`src/rtl/guess_pkg.sv`:
```
// Shared types and constants for the number-guessing game datapath.
// Also used by the A/B display stage for its digit type.
package guess_pkg;

    localparam int NUM_DIGITS   = 4;
    localparam int MAX_ATTEMPTS = 15;

    typedef logic [3:0] digit_t;
    localparam digit_t MAX_DIGIT = 4'd9;

    // Element 0 sits in the most significant nibble (leftmost position).
    typedef digit_t [0:NUM_DIGITS-1] code_t;

    typedef enum logic [1:0] {
        COLLECT = 2'd0,
        SCORE   = 2'd1,
        REPORT  = 2'd2
    } state_e;

endpackage

```
`src/rtl/guess_scorer_if.sv`:
```
// Keypad-side bus of the guess scorer: digit entry, secret and score results.
// The master drives entry and secret; the slave (scorer) drives the results.
interface guess_scorer_if;
    import guess_pkg::*;

    digit_t     digit_in;
    logic       digit_valid;
    logic       new_game;
    code_t      secret;
    code_t      guess;
    logic [2:0] digit_count;
    logic [3:0] a_count;
    logic [3:0] b_count;
    logic       score_valid;
    logic       busy;
    logic [3:0] attempts;
    logic       win;

    modport master (
        output digit_in, digit_valid, new_game, secret,
        input  guess, digit_count, a_count, b_count, score_valid, busy, attempts, win
    );

    modport slave (
        input  digit_in, digit_valid, new_game, secret,
        output guess, digit_count, a_count, b_count, score_valid, busy, attempts, win
    );

endinterface

```
`src/rtl/guess_scorer.sv`:
```
// Collects a 4-digit guess, scores it against a shadowed secret one digit pair
// per cycle (16 cycles), then reports A/B counts, attempts and a sticky win.
module guess_scorer
    import guess_pkg::*;
(
    input  logic           clk,
    input  logic           rst_n,
    guess_scorer_if.slave  bus
);

    state_e     state_q, state_d;
    code_t      guess_q, guess_d;
    code_t      shadow_q, shadow_d;
    logic [2:0] count_q, count_d;
    logic [3:0] idx_q, idx_d;
    logic [2:0] acc_a_q, acc_a_d;
    logic [2:0] acc_b_q, acc_b_d;
    logic [3:0] a_q, a_d;
    logic [3:0] b_q, b_d;
    logic [3:0] attempts_q, attempts_d;
    logic       win_q, win_d;
    logic       score_valid_q, score_valid_d;
    logic       busy;
    logic       dup;
    logic       accept;
    logic       match;

    // NOTE: every variable driven in always_comb gets a default first, so no path can infer a latch.
    always_comb begin
        dup = 1'b0;
        for (int k = 0; k < NUM_DIGITS; k++) begin
            if (3'(k) < count_q && guess_q[k] == bus.digit_in) dup = 1'b1;
        end
    end

    assign accept = (state_q == COLLECT) && bus.digit_valid && !bus.new_game && !win_q
                    && (bus.digit_in <= MAX_DIGIT) && !dup;
    assign match  = (guess_q[idx_q[3:2]] == shadow_q[idx_q[1:0]]);

    // State register
    // NOTE: sequential state uses non-blocking assignments so all flops update from pre-edge values.
    always_ff @(posedge clk or negedge rst_n) begin
        if (!rst_n) state_q <= COLLECT;
        else        state_q <= state_d;
    end

    // Next-state logic
    always_comb begin
        state_d = state_q;
        if (bus.new_game) begin
            state_d = COLLECT;
        end else begin
            unique case (state_q)
                COLLECT: if (accept && count_q == 3'(NUM_DIGITS - 1)) state_d = SCORE;
                SCORE:   if (idx_q == 4'hF) state_d = REPORT;
                REPORT:  state_d = COLLECT;
                default: state_d = COLLECT;
            endcase
        end
    end

    // Output logic
    always_comb begin
        busy = (state_q == SCORE) || (state_q == REPORT);
    end

    // Datapath next values; new_game overrides everything, including a same-cycle digit.
    always_comb begin
        guess_d       = guess_q;
        shadow_d      = shadow_q;
        count_d       = count_q;
        idx_d         = idx_q;
        acc_a_d       = acc_a_q;
        acc_b_d       = acc_b_q;
        a_d           = a_q;
        b_d           = b_q;
        attempts_d    = attempts_q;
        win_d         = win_q;
        score_valid_d = 1'b0;
        if (bus.new_game) begin
            guess_d    = '0;
            count_d    = '0;
            idx_d      = '0;
            acc_a_d    = '0;
            acc_b_d    = '0;
            a_d        = '0;
            b_d        = '0;
            attempts_d = '0;
            win_d      = 1'b0;
        end else begin
            unique case (state_q)
                COLLECT: begin
                    if (accept) begin
                        guess_d[count_q[1:0]] = bus.digit_in;
                        count_d               = count_q + 3'd1;
                        if (count_q == 3'(NUM_DIGITS - 1)) begin
                            shadow_d = bus.secret;
                            idx_d    = '0;
                            acc_a_d  = '0;
                            acc_b_d  = '0;
                        end
                    end
                end
                SCORE: begin
                    idx_d = idx_q + 4'd1;
                    if (match) begin
                        if (idx_q[3:2] == idx_q[1:0]) acc_a_d = acc_a_q + 3'd1;
                        else                          acc_b_d = acc_b_q + 3'd1;
                    end
                end
                REPORT: begin
                    a_d           = {1'b0, acc_a_q};
                    b_d           = {1'b0, acc_b_q};
                    score_valid_d = 1'b1;
                    if (attempts_q != 4'(MAX_ATTEMPTS)) attempts_d = attempts_q + 4'd1;
                    win_d         = win_q | (acc_a_q == 3'(NUM_DIGITS));
                    guess_d       = '0;
                    count_d       = '0;
                end
                default: ;
            endcase
        end
    end

    // NOTE: the shadow secret is reset along with everything else; it is only a 16-bit register, not a memory.
    always_ff @(posedge clk or negedge rst_n) begin
        if (!rst_n) begin
            guess_q       <= '0;
            shadow_q      <= '0;
            count_q       <= '0;
            idx_q         <= '0;
            acc_a_q       <= '0;
            acc_b_q       <= '0;
            a_q           <= '0;
            b_q           <= '0;
            attempts_q    <= '0;
            win_q         <= 1'b0;
            score_valid_q <= 1'b0;
        end else begin
            guess_q       <= guess_d;
            shadow_q      <= shadow_d;
            count_q       <= count_d;
            idx_q         <= idx_d;
            acc_a_q       <= acc_a_d;
            acc_b_q       <= acc_b_d;
            a_q           <= a_d;
            b_q           <= b_d;
            attempts_q    <= attempts_d;
            win_q         <= win_d;
            score_valid_q <= score_valid_d;
        end
    end

    assign bus.guess       = guess_q;
    assign bus.digit_count = count_q;
    assign bus.a_count     = a_q;
    assign bus.b_count     = b_q;
    assign bus.score_valid = score_valid_q;
    assign bus.busy        = busy;
    assign bus.attempts    = attempts_q;
    assign bus.win         = win_q;

endmodule

```
`src/flat_wrapper.sv`:
```
// flat-port wrapper written by rule: the top's interface ports become plain ports
module guess_scorer_flat import guess_pkg::*;
  (clk, rst_n, bus_digit_in, bus_digit_valid, bus_new_game, bus_secret, bus_guess, bus_digit_count, bus_a_count, bus_b_count, bus_score_valid, bus_busy, bus_attempts, bus_win);
  guess_scorer_if bus_i ();
  input  logic clk;
  input  logic rst_n;
  input wire logic [$bits(bus_i.digit_in)-1:0] bus_digit_in;
  input wire logic [$bits(bus_i.digit_valid)-1:0] bus_digit_valid;
  input wire logic [$bits(bus_i.new_game)-1:0] bus_new_game;
  input wire logic [$bits(bus_i.secret)-1:0] bus_secret;
  output wire logic [$bits(bus_i.guess)-1:0] bus_guess;
  output wire logic [$bits(bus_i.digit_count)-1:0] bus_digit_count;
  output wire logic [$bits(bus_i.a_count)-1:0] bus_a_count;
  output wire logic [$bits(bus_i.b_count)-1:0] bus_b_count;
  output wire logic [$bits(bus_i.score_valid)-1:0] bus_score_valid;
  output wire logic [$bits(bus_i.busy)-1:0] bus_busy;
  output wire logic [$bits(bus_i.attempts)-1:0] bus_attempts;
  output wire logic [$bits(bus_i.win)-1:0] bus_win;
  assign bus_i.digit_in = bus_digit_in;
  assign bus_i.digit_valid = bus_digit_valid;
  assign bus_i.new_game = bus_new_game;
  assign bus_i.secret = bus_secret;
  assign bus_guess = bus_i.guess;
  assign bus_digit_count = bus_i.digit_count;
  assign bus_a_count = bus_i.a_count;
  assign bus_b_count = bus_i.b_count;
  assign bus_score_valid = bus_i.score_valid;
  assign bus_busy = bus_i.busy;
  assign bus_attempts = bus_i.attempts;
  assign bus_win = bus_i.win;
  guess_scorer u_core (.clk(clk), .rst_n(rst_n), .bus(bus_i));
endmodule
```
`config.mk`:
```
export PLATFORM = sky130hd
export DESIGN_NAME = guess_scorer_flat
export DESIGN_NICKNAME = d
export VERILOG_FILES = /design/src/rtl/guess_pkg.sv /design/src/rtl/guess_scorer_if.sv /design/src/rtl/guess_scorer.sv /design/src/flat_wrapper.sv
export SDC_FILE = /design/constraint.sdc
export NUM_CORES = 1
export LEC_CHECK = 0
export ABC_AREA = 0
export CAP_MARGIN = 5
export CORE_MARGIN = 2
export CORE_UTILIZATION = 30
export CTS_BUF_LIST = sky130_fd_sc_hd__clkbuf_8
export DETAILED_ROUTE_END_ITERATION = 6
export SYNTH_ARGS = -nofsm -noshare
export SYNTH_HDL_FRONTEND = slang
export SYNTH_SLANG_ARGS = --single-unit
export TNS_END_PERCENT = 10
```
`constraint.sdc`:
```
create_clock -name clk -period 3.2 [get_ports clk]
set_input_delay 0.48 -clock clk [delete_from_list [all_inputs] [get_ports clk]]
set_output_delay 0.48 -clock clk [all_outputs]
set_load 0.02 [all_outputs]
```
======== Yosys cells after proc, flatten, opt, wreduce, memory -nomap -nowiden ========
Index checks and enable logic that the tools add are counted.
storage, ports and cells
  bits in registers ....................... 61
  latch bits .............................. 0
  memory bits (writable) .................. 0
  bits in read-only memories .............. 0
  bits of input ports ..................... 24
  output and inout bits ................... 34
  logic and storage cells ................. 131
  memories kept ........................... 0
operators by class
  add/subtract/negate cells ............... 5
  multipliers ............................. 0
  divide/modulo/power cells ............... 0
  order comparisons ....................... 9
  equal/unequal tests ..................... 19
  shifts and indexed selects .............. 0
  muxes and demuxes ....................... 48
  bitwise operators ....................... 5
  reduce and logical (&&, ||, !) cells .... 27
operator list
  kind                 count
  $mux 4               15
  $mux 16              2
  $pmux 16 s2          1
  $mux 3               10
  $eq 4x4->1           5
  $pmux 3 s2           3
  $bmux 4 s2           2
  $bwmux 16            1
  $ne 3x3->1 const B   4
  $logic_and 1x1->1    11
  $reduce_and 5->1     2
  $add 3x1->3 const B  3
  $ge 3x3->1 const B   3
  $ne 3x2->1 const B   3
  $not 2->3            3
  $add 4x1->4 const B  2
  $demux 4 s2          1
  $mux 1               8
  $pmux 4 s2           1
  $lt 1x3->1 const A   2
  $lt 2x3->1 const A   2
  $mux 2               3
  $reduce_and 2->1     3
  $reduce_bool 3->1    2
  18 further kinds     21

======== Logic depth before layout (Yosys ltp) ========
Gate-level depths: netlist of the first run.
  depth in word-level cells ............... 12
  depth in mapped cells ................... 12
  mapped depth without buffers ............ 9

======== Worst setup path before layout of the first run ========
Ideal clock, no wire load.
  path kind ............................... flip-flop to flip-flop
  from .................................... register u_core.state_q[1]
  to ...................................... register u_core.shadow_q[0] (netlist name)
  setup time .............................. 0.125 ns
  arrival ................................. 2.449 ns
  data required time ...................... 3.075 ns
  setup slack ............................. 0.626 ns
  cell stages (with the launch flop) ...... 13
  buffers on the path ..................... 3
  period minus slack after synthesis ...... 2.574 ns
  path through ............................ dfrtp_1 -> inv_1 -> ha_1 -> inv_2 -> nor2_2 -> nand4b_1 -> or3_1 -> buf_2 -> nor2_4 -> and2_1 -> buf_4 -> buf_4 -> mux2_2
between the ends
  longest elaborated chain between the ends .. 7
RTL lines
  what                             line                                    source
  from (decl)                      guess_scorer.sv:11                      state_e state_q, state_d;
  from (signal assigned)           guess_scorer.sv:44                      else state_q <= state_d;
  $logic_not 2->1 (*)              guess_scorer.sv:36, guess_scorer.sv:91
  $logic_and 1x1->1 (3 in series)  guess_scorer.sv:36                      assign accept = (state_q == COLLECT) && bus.digit_valid && !bus.new_game && !win_q
  $logic_and 1x1->1 (2 in series)  guess_scorer.sv:37                      && (bus.digit_in <= MAX_DIGIT) && !dup;
  $reduce_and 4->1 (no line) (*)   n/a
  to (signal assigned)             guess_scorer.sv:141                     shadow_q <= shadow_d;
  to (decl)                        guess_scorer.sv:13                      code_t shadow_q, shadow_d;
Every way passes the cells marked *; elsewhere a longest branch is shown, timed or not.
A chain may end at the register's enable or synchronous reset.

======== Worst setup path after layout of the first run ========
  from .................................... register u_core.state_q[1]
  to ...................................... register u_core.count_q[0], in the netlist u_core.bus.digit_count[0]
between the ends
  longest elaborated chain between the ends .. 8
  elaborated cells between the ends (all ways) .. 12
  those cells by class .................... 2 x eq/ne; 2 x mux; 8 x reduce/logical
RTL lines
  what                             line                                    source
  $logic_not 2->1                  guess_scorer.sv:36, guess_scorer.sv:91
  $logic_and 1x1->1 (3 in series)  guess_scorer.sv:36
  $logic_and 1x1->1 (2 in series)  guess_scorer.sv:37
  $ne 3x2->1 (no line)             n/a
  $reduce_and 2->1 (no line)       n/a
  to (signal assigned)             guess_scorer.sv:142                     count_q <= count_d;
  to (decl)                        guess_scorer.sv:14                      logic [2:0] count_q, count_d;
Parallel ways exist; a longest one is shown, timed or not.

==> results of run 1 <==
cell type report:
cell class / instances / area [µm²]
tap: 136 / 170.2
clock inverter: 5 / 53.80
multi-input combinational: 198 / 1582
sequential: 59 / 1476
timing repair buffer: 62 / 610.6
fill: 992 / 6256
clock buffer: 10 / 137.6
inverter: 10 / 37.54
cell families (layout without fill, tap and decap cells):
logic type	Yosys count	in the layout	share of synthesized area, %
AOI/OAI and AO/OA	61	61	13.49
xor gates and xnor gates	24	24	6.588
adders and majority gates	13	13	5.098
buffers and inverters	28	87	4.274
DFF	59	59	46.27
muxes	32	32	13.84
other	1	2	0.1175
and+or+nand+nor	66	66	10.31
where the power goes:
part	switching, W	internal, W
logic	0.000108	0.000107
clock network	0.000292	0.000373
registers	0.0000252	0.000773
total	0.000425	0.00125
routing by layer:
metal | GRT usage [%] | wire length, µm | vias to the layer above
li1 | - | - | 1131
met1 | 19.29 | 3482 | 1202
met2 | 20.98 | 3536 | 48
met3 | 3.647 | 276 | 12
met4 | 5.473 | 138 | 0
met5 | 0 | 0 | -
final timing paths:
kind                                                  end  slack [ps]  cells past startpoint
worst min register to register         u_core.shadow_q[0]         500                      1
min in group clk                       u_core.shadow_q[0]         500                      1
worst max register to register  u_core.bus.digit_count[0]         400                      8
max in group asynchronous       u_core.bus.digit_count[2]        2090                      2
worst max-delay path            u_core.bus.digit_count[0]         400                      8
worst min-delay path                   u_core.shadow_q[7]         300                      1
metrics by stage:
stage	std cells	hold WS, ps
after floorplan	285	184.4
after global placement	465	485.0
after detailed placement	465	495.7
after CTS	480	333.5
after global routing	480	392.0
final	480	304.7
flip-flops by register name, indices dropped and copies added (netlist names), 4 cells and up:
| name | cells |
|---|---|
| u_core.bus.attempts | 4 |
| u_core.bus.guess | 16 |
| u_core.idx_q | 4 |
| u_core.shadow_q | 16 |
layout by cell type (no fill, tap or decap), types with 3 or more instances in the layout:
cell type | netlist | routed
o2bb2ai_1 | 12 | 12
xnor2_1 | 16 | 16
nand2b_1 | 5 | 5
nand3_1 | 10 | 10
inv_1 | 9 | 9
a21oi_1 | 8 | 8
o21ai_0 | 20 | 20
xor2_1 | 8 | 8
mux2_2 | 17 | 17
nand2_1 | 17 | 17
nor3_1 | 5 | 5
dfrtp_1 | 59 | 59
clkbuf_8 | 0 | 10
buf_4 | 8 | 6
mux2i_1 | 7 | 7
a32o_1 | 5 | 5
clkdlybuf4s50_1 | 0 | 54
mux4_2 | 8 | 8
ha_1 | 13 | 13
nor2b_1 | 3 | 3
clkinv_2 | 0 | 3
nor2_1 | 14 | 14
==> flow_metrics.env, run 1 <==
export IMPL_io_pins=58
export IMPL_place_area_um2=3876
export IMPL_overflow=0
export IMPL_ir_drop_uv=179.4
export IMPL_drt_pass1_iter_count=4
export IMPL_slew_viol_final=0
export IMPL_ys_top_cells_by_count="dfrtp_1, o21ai_0, mux2_2, nand2_1, xnor2_1"
export IMPL_synth_seq_cells=59
export IMPL_drtIter0Drc=137
export IMPL_relSlewSlack_pct=33.26
export IMPL_critPathBufInv=2
export IMPL_p_leak_nw=1.710
export IMPL_synth_edf_count=0
export IMPL_path_max_fanout=7
export IMPL_final_hold_violation_count=0
export IMPL_synth_most_common_cell="dfrtp_1"
export IMPL_hold_path_class="primary input to asynchronous set/reset pin"
export IMPL_yosys_warnings=0
export IMPL_cp_required_ps=3470
export IMPL_rsz0062_at_grt="no"
export IMPL_rows=37
export IMPL_synth_top_area_share_pct=46.27
export IMPL_criticalPathCategory="flip-flop to flip-flop"
export IMPL_clkSlewWorstSetupHoldPaths_ps=70
export IMPL_async_flop_share_pct=100.0
export IMPL_clock_sinks=59
export IMPL_wire_per_inst_um=15.49
export IMPL_antenna_left=0
export IMPL_track_usage_pct=14.01
export IMPL_port_buffers=55
export IMPL_avgSynthCellArea_um2=11.23
export IMPL_post_cts_resized=0
export IMPL_path_cells="inv_1, ha_1, inv_2, nor2_2, nand4b_1, or3_1, nor3_1, mux2_2"
export IMPL_grt_pass1_vias=2459
export IMPL_n_antenna_cell=0
export IMPL_clkLatencyLatePin_ps=340
export IMPL_tns_ps=0
export IMPL_syn_area_um2=3191
export IMPL_synth_cells=284
export IMPL_min_period_over_period_pct=87.40
export IMPL_drive_gt1_share_pct=15.12
export IMPL_crit_family="simple AND/OR/NAND/NOR gates"
export IMPL_setup_worst_path_start="u_core.state_q[1]"
export IMPL_finish_utilization_pct=39.40
export IMPL_core_area_um2=10320
export IMPL_via_per_inst=4.985
export IMPL_grt_start_max_net_pins=46
export IMPL_worst_setup_path_end_kind="flip-flop"
export IMPL_maxCapViolCount=0
export IMPL_cp_slowest_cell="nor3_1"
export IMPL_antenna_found_initial=0
export IMPL_synth_flop_cell="dfrtp_1"
export IMPL_yosys_top_cells_area="dfrtp_1, mux2_2, mux4_2, ha_1, xnor2_1"
export IMPL_area_growth_pct=27.49
export IMPL_pwr_density_cell_nw_per_um2=412.5
export IMPL_final_cell_area_um2=4068
export IMPL_period_minus_slack_ps=2797
export IMPL_clockBufferDepth=2
export IMPL_htreeDepth=3
export IMPL_final_net_count=377
export IMPL_dp_slack_ps=219.3
export IMPL_grt_pass1_wl_um=12390
export IMPL_fin_skew_ps=11.51
export IMPL_reg2reg_from="u_core.state_q[1]"
export IMPL_cts_buffers_inserted=9
export IMPL_worstMarginPinSlew_ps=1001
export IMPL_vias=2393
export IMPL_finalSetupViolCount=0
export IMPL_drcViolationCount=0
export IMPL_max_freq_mhz=357.6
export IMPL_place_hpwl_um=5559
export IMPL_critPathLaunchType="flip-flop"
export IMPL_dieHeight_um=107.1
export IMPL_cts_root_buf="clkbuf_8"
export IMPL_post_cts_buffers=0
export IMPL_synth_area_leader_cell="dfrtp_1"
export IMPL_ys_types=46
export IMPL_die_x_um=107.1
export IMPL_status="completed"
export IMPL_critical_path_max_stage_delay_ps=720
export IMPL_cp_arrival_ps=3060
export IMPL_place_congestion=0.8428
export IMPL_wl_um=7433
export IMPL_finalPower_w=0.001678
export IMPL_design_die_area_um2=11480
export IMPL_initial_core_util_pct=30.91
export IMPL_ctsHoldBuffers=0
export IMPL_cts_tree="built"
export IMPL_synth_seq_area_share_pct=46.27
export IMPL_fin_ws_ps=403.3
(Power assumes the default switching activity.)
==> run 2, diff against run 1 <==
PLACE_DENSITY = 0.61   (was default)
==> flow_metrics.env, run 2 (synthesis gave the netlist of run 1 again) <==
export IMPL_slew_viol_final=0
export IMPL_tns_ps=0
export IMPL_hold_path_class="primary input to asynchronous set/reset pin"
export IMPL_io_pins=58
export IMPL_cp_required_ps=3470
export IMPL_ir_drop_uv=184.2
export IMPL_worstMarginPinSlew_ps=983.0
export IMPL_grt_pass1_vias=2369
export IMPL_critPathLaunchType="flip-flop"
export IMPL_final_cell_area_um2=4050
export IMPL_rsz0062_at_grt="no"
export IMPL_drive_gt1_share_pct=14.87
export IMPL_n_antenna_cell=0
export IMPL_rows=37
export IMPL_cp_arrival_ps=3140
export IMPL_clkSlewWorstSetupHoldPaths_ps=60
export IMPL_cts_root_buf="clkbuf_8"
export IMPL_htreeDepth=3
export IMPL_antenna_found_initial=0
export IMPL_final_net_count=376
export IMPL_criticalPathCategory="flip-flop to flip-flop"
export IMPL_period_minus_slack_ps=2868
export IMPL_max_freq_mhz=348.7
export IMPL_wire_per_inst_um=15.85
export IMPL_place_congestion=0.8456
export IMPL_clockBufferDepth=2
export IMPL_via_per_inst=5.079
export IMPL_grt_start_max_net_pins=44
export IMPL_drcViolationCount=0
export IMPL_wl_um=7591
export IMPL_track_usage_pct=13.67
export IMPL_maxCapViolCount=0
export IMPL_drtIter0Drc=90
export IMPL_grt_pass1_wl_um=12240
export IMPL_status="completed"
export IMPL_layout_common_cells="dfrtp_1, clkdlybuf4s50_1, o21ai_0"
export IMPL_cts_buffers_inserted=9
export IMPL_overflow=0
export IMPL_place_hpwl_um=5585
export IMPL_ctsHoldBuffers=0
export IMPL_min_period_over_period_pct=89.62
export IMPL_pwr_density_cell_nw_per_um2=410.2
export IMPL_clkLatencyLatePin_ps=340
export IMPL_final_hold_violation_count=0
export IMPL_initial_core_util_pct=30.91
export IMPL_finalSetupViolCount=0
export IMPL_relSlewSlack_pct=34.47
export IMPL_dieHeight_um=107.1
export IMPL_die_x_um=107.1
export IMPL_clock_sinks=59
export IMPL_core_area_um2=10320
export IMPL_finish_utilization_pct=39.23
export IMPL_design_die_area_um2=11480
export IMPL_place_area_um2=3869
export IMPL_cts_tree="built"
export IMPL_port_buffers=55
export IMPL_worst_setup_path_end_kind="flip-flop"
export IMPL_area_growth_pct=26.94
export IMPL_p_leak_nw=1.698
export IMPL_post_cts_buffers=0
export IMPL_final_common_cell="dfrtp_1"
export IMPL_drt_pass1_iter_count=4
export IMPL_fin_skew_ps=9.878
export IMPL_ff2ff_path_depth=8
export IMPL_post_cts_resized=0
export IMPL_path_max_fanout=7
export IMPL_antenna_left=0
export IMPL_vias=2433
==> run 2: critical path, cell delays in order (launching register included) <==
cell	delay [ps]
dfrtp_1	440
inv_1	170
ha_1	330
inv_2	90
nor2_2	140
nand4b_1	120
or3_1	510
nor3_1	730
mux2_2	290
==> run 2: through the flow <==
| stage | setup slack [ps] | hold slack, ps | cells | power (W) |
|---|---|---|---|---|
| 3_5_place_dp | 146.2 | 495.1 | 464 | 0.001028 |
| 3_3_place_gp | 107.0 | 486.4 | 464 | 0.001024 |
| 5_1_grt | 148.8 | 377.4 | 479 | 0.001737 |
| 2_1_floorplan | 625.8 | 184.4 | 285 | 0.0009310 |
| 4_1_cts | 355.5 | 331.7 | 479 | 0.001682 |
| 6_report | 332.3 | 303.6 | 479 | 0.001661 |
==> run 2: area by class of cell <==
type / instances / area [µm²]
fillers: 1001 / 6274
clock buffers: 9 / 123.9
flip-flops and latches: 59 / 1476
multi-input cells: 198 / 1582
well taps: 136 / 170.2
clock inverters: 6 / 57.56
inverters: 10 / 37.54
repair buffers: 61 / 603.1
==> run 2: path summary, 6_finish.rpt <==
kind | endpoint | startpoint | slack, ps
hold reg to reg | u_core.shadow_q[13] | u_core.shadow_q[13] | 510
max in group asynchronous | u_core.bus.a_count[1] | rst_n | 2090
hold / removal | u_core.shadow_q[3] | rst_n | 300
setup reg to reg | u_core.bus.digit_count[0] | u_core.state_q[1] | 330
setup / recovery | u_core.bus.digit_count[0] | u_core.state_q[1] | 330
min in group clk | u_core.shadow_q[13] | u_core.shadow_q[13] | 510
==> run 2: per-layer routing <==
layer  vias up  track usage, %  share of wire [%]
li1       1133               -                  -
met1      1222           18.10                 46
met2        67           21.11                 47
met3        11           4.620                5.7
met4         0           4.174                1.3
met5         -               0                  0
==> run 2: power by group <==
| part | switching [W] | total (W) | internal, W |
|---|---|---|---|
| clock network | 0.000301 | 0.000650 | 0.000349 |
| logic | 0.000108 | 0.000214 | 0.000106 |
| registers | 0.0000250 | 0.000798 | 0.000773 |
| total | 0.000434 | 0.00166 | 0.00123 |
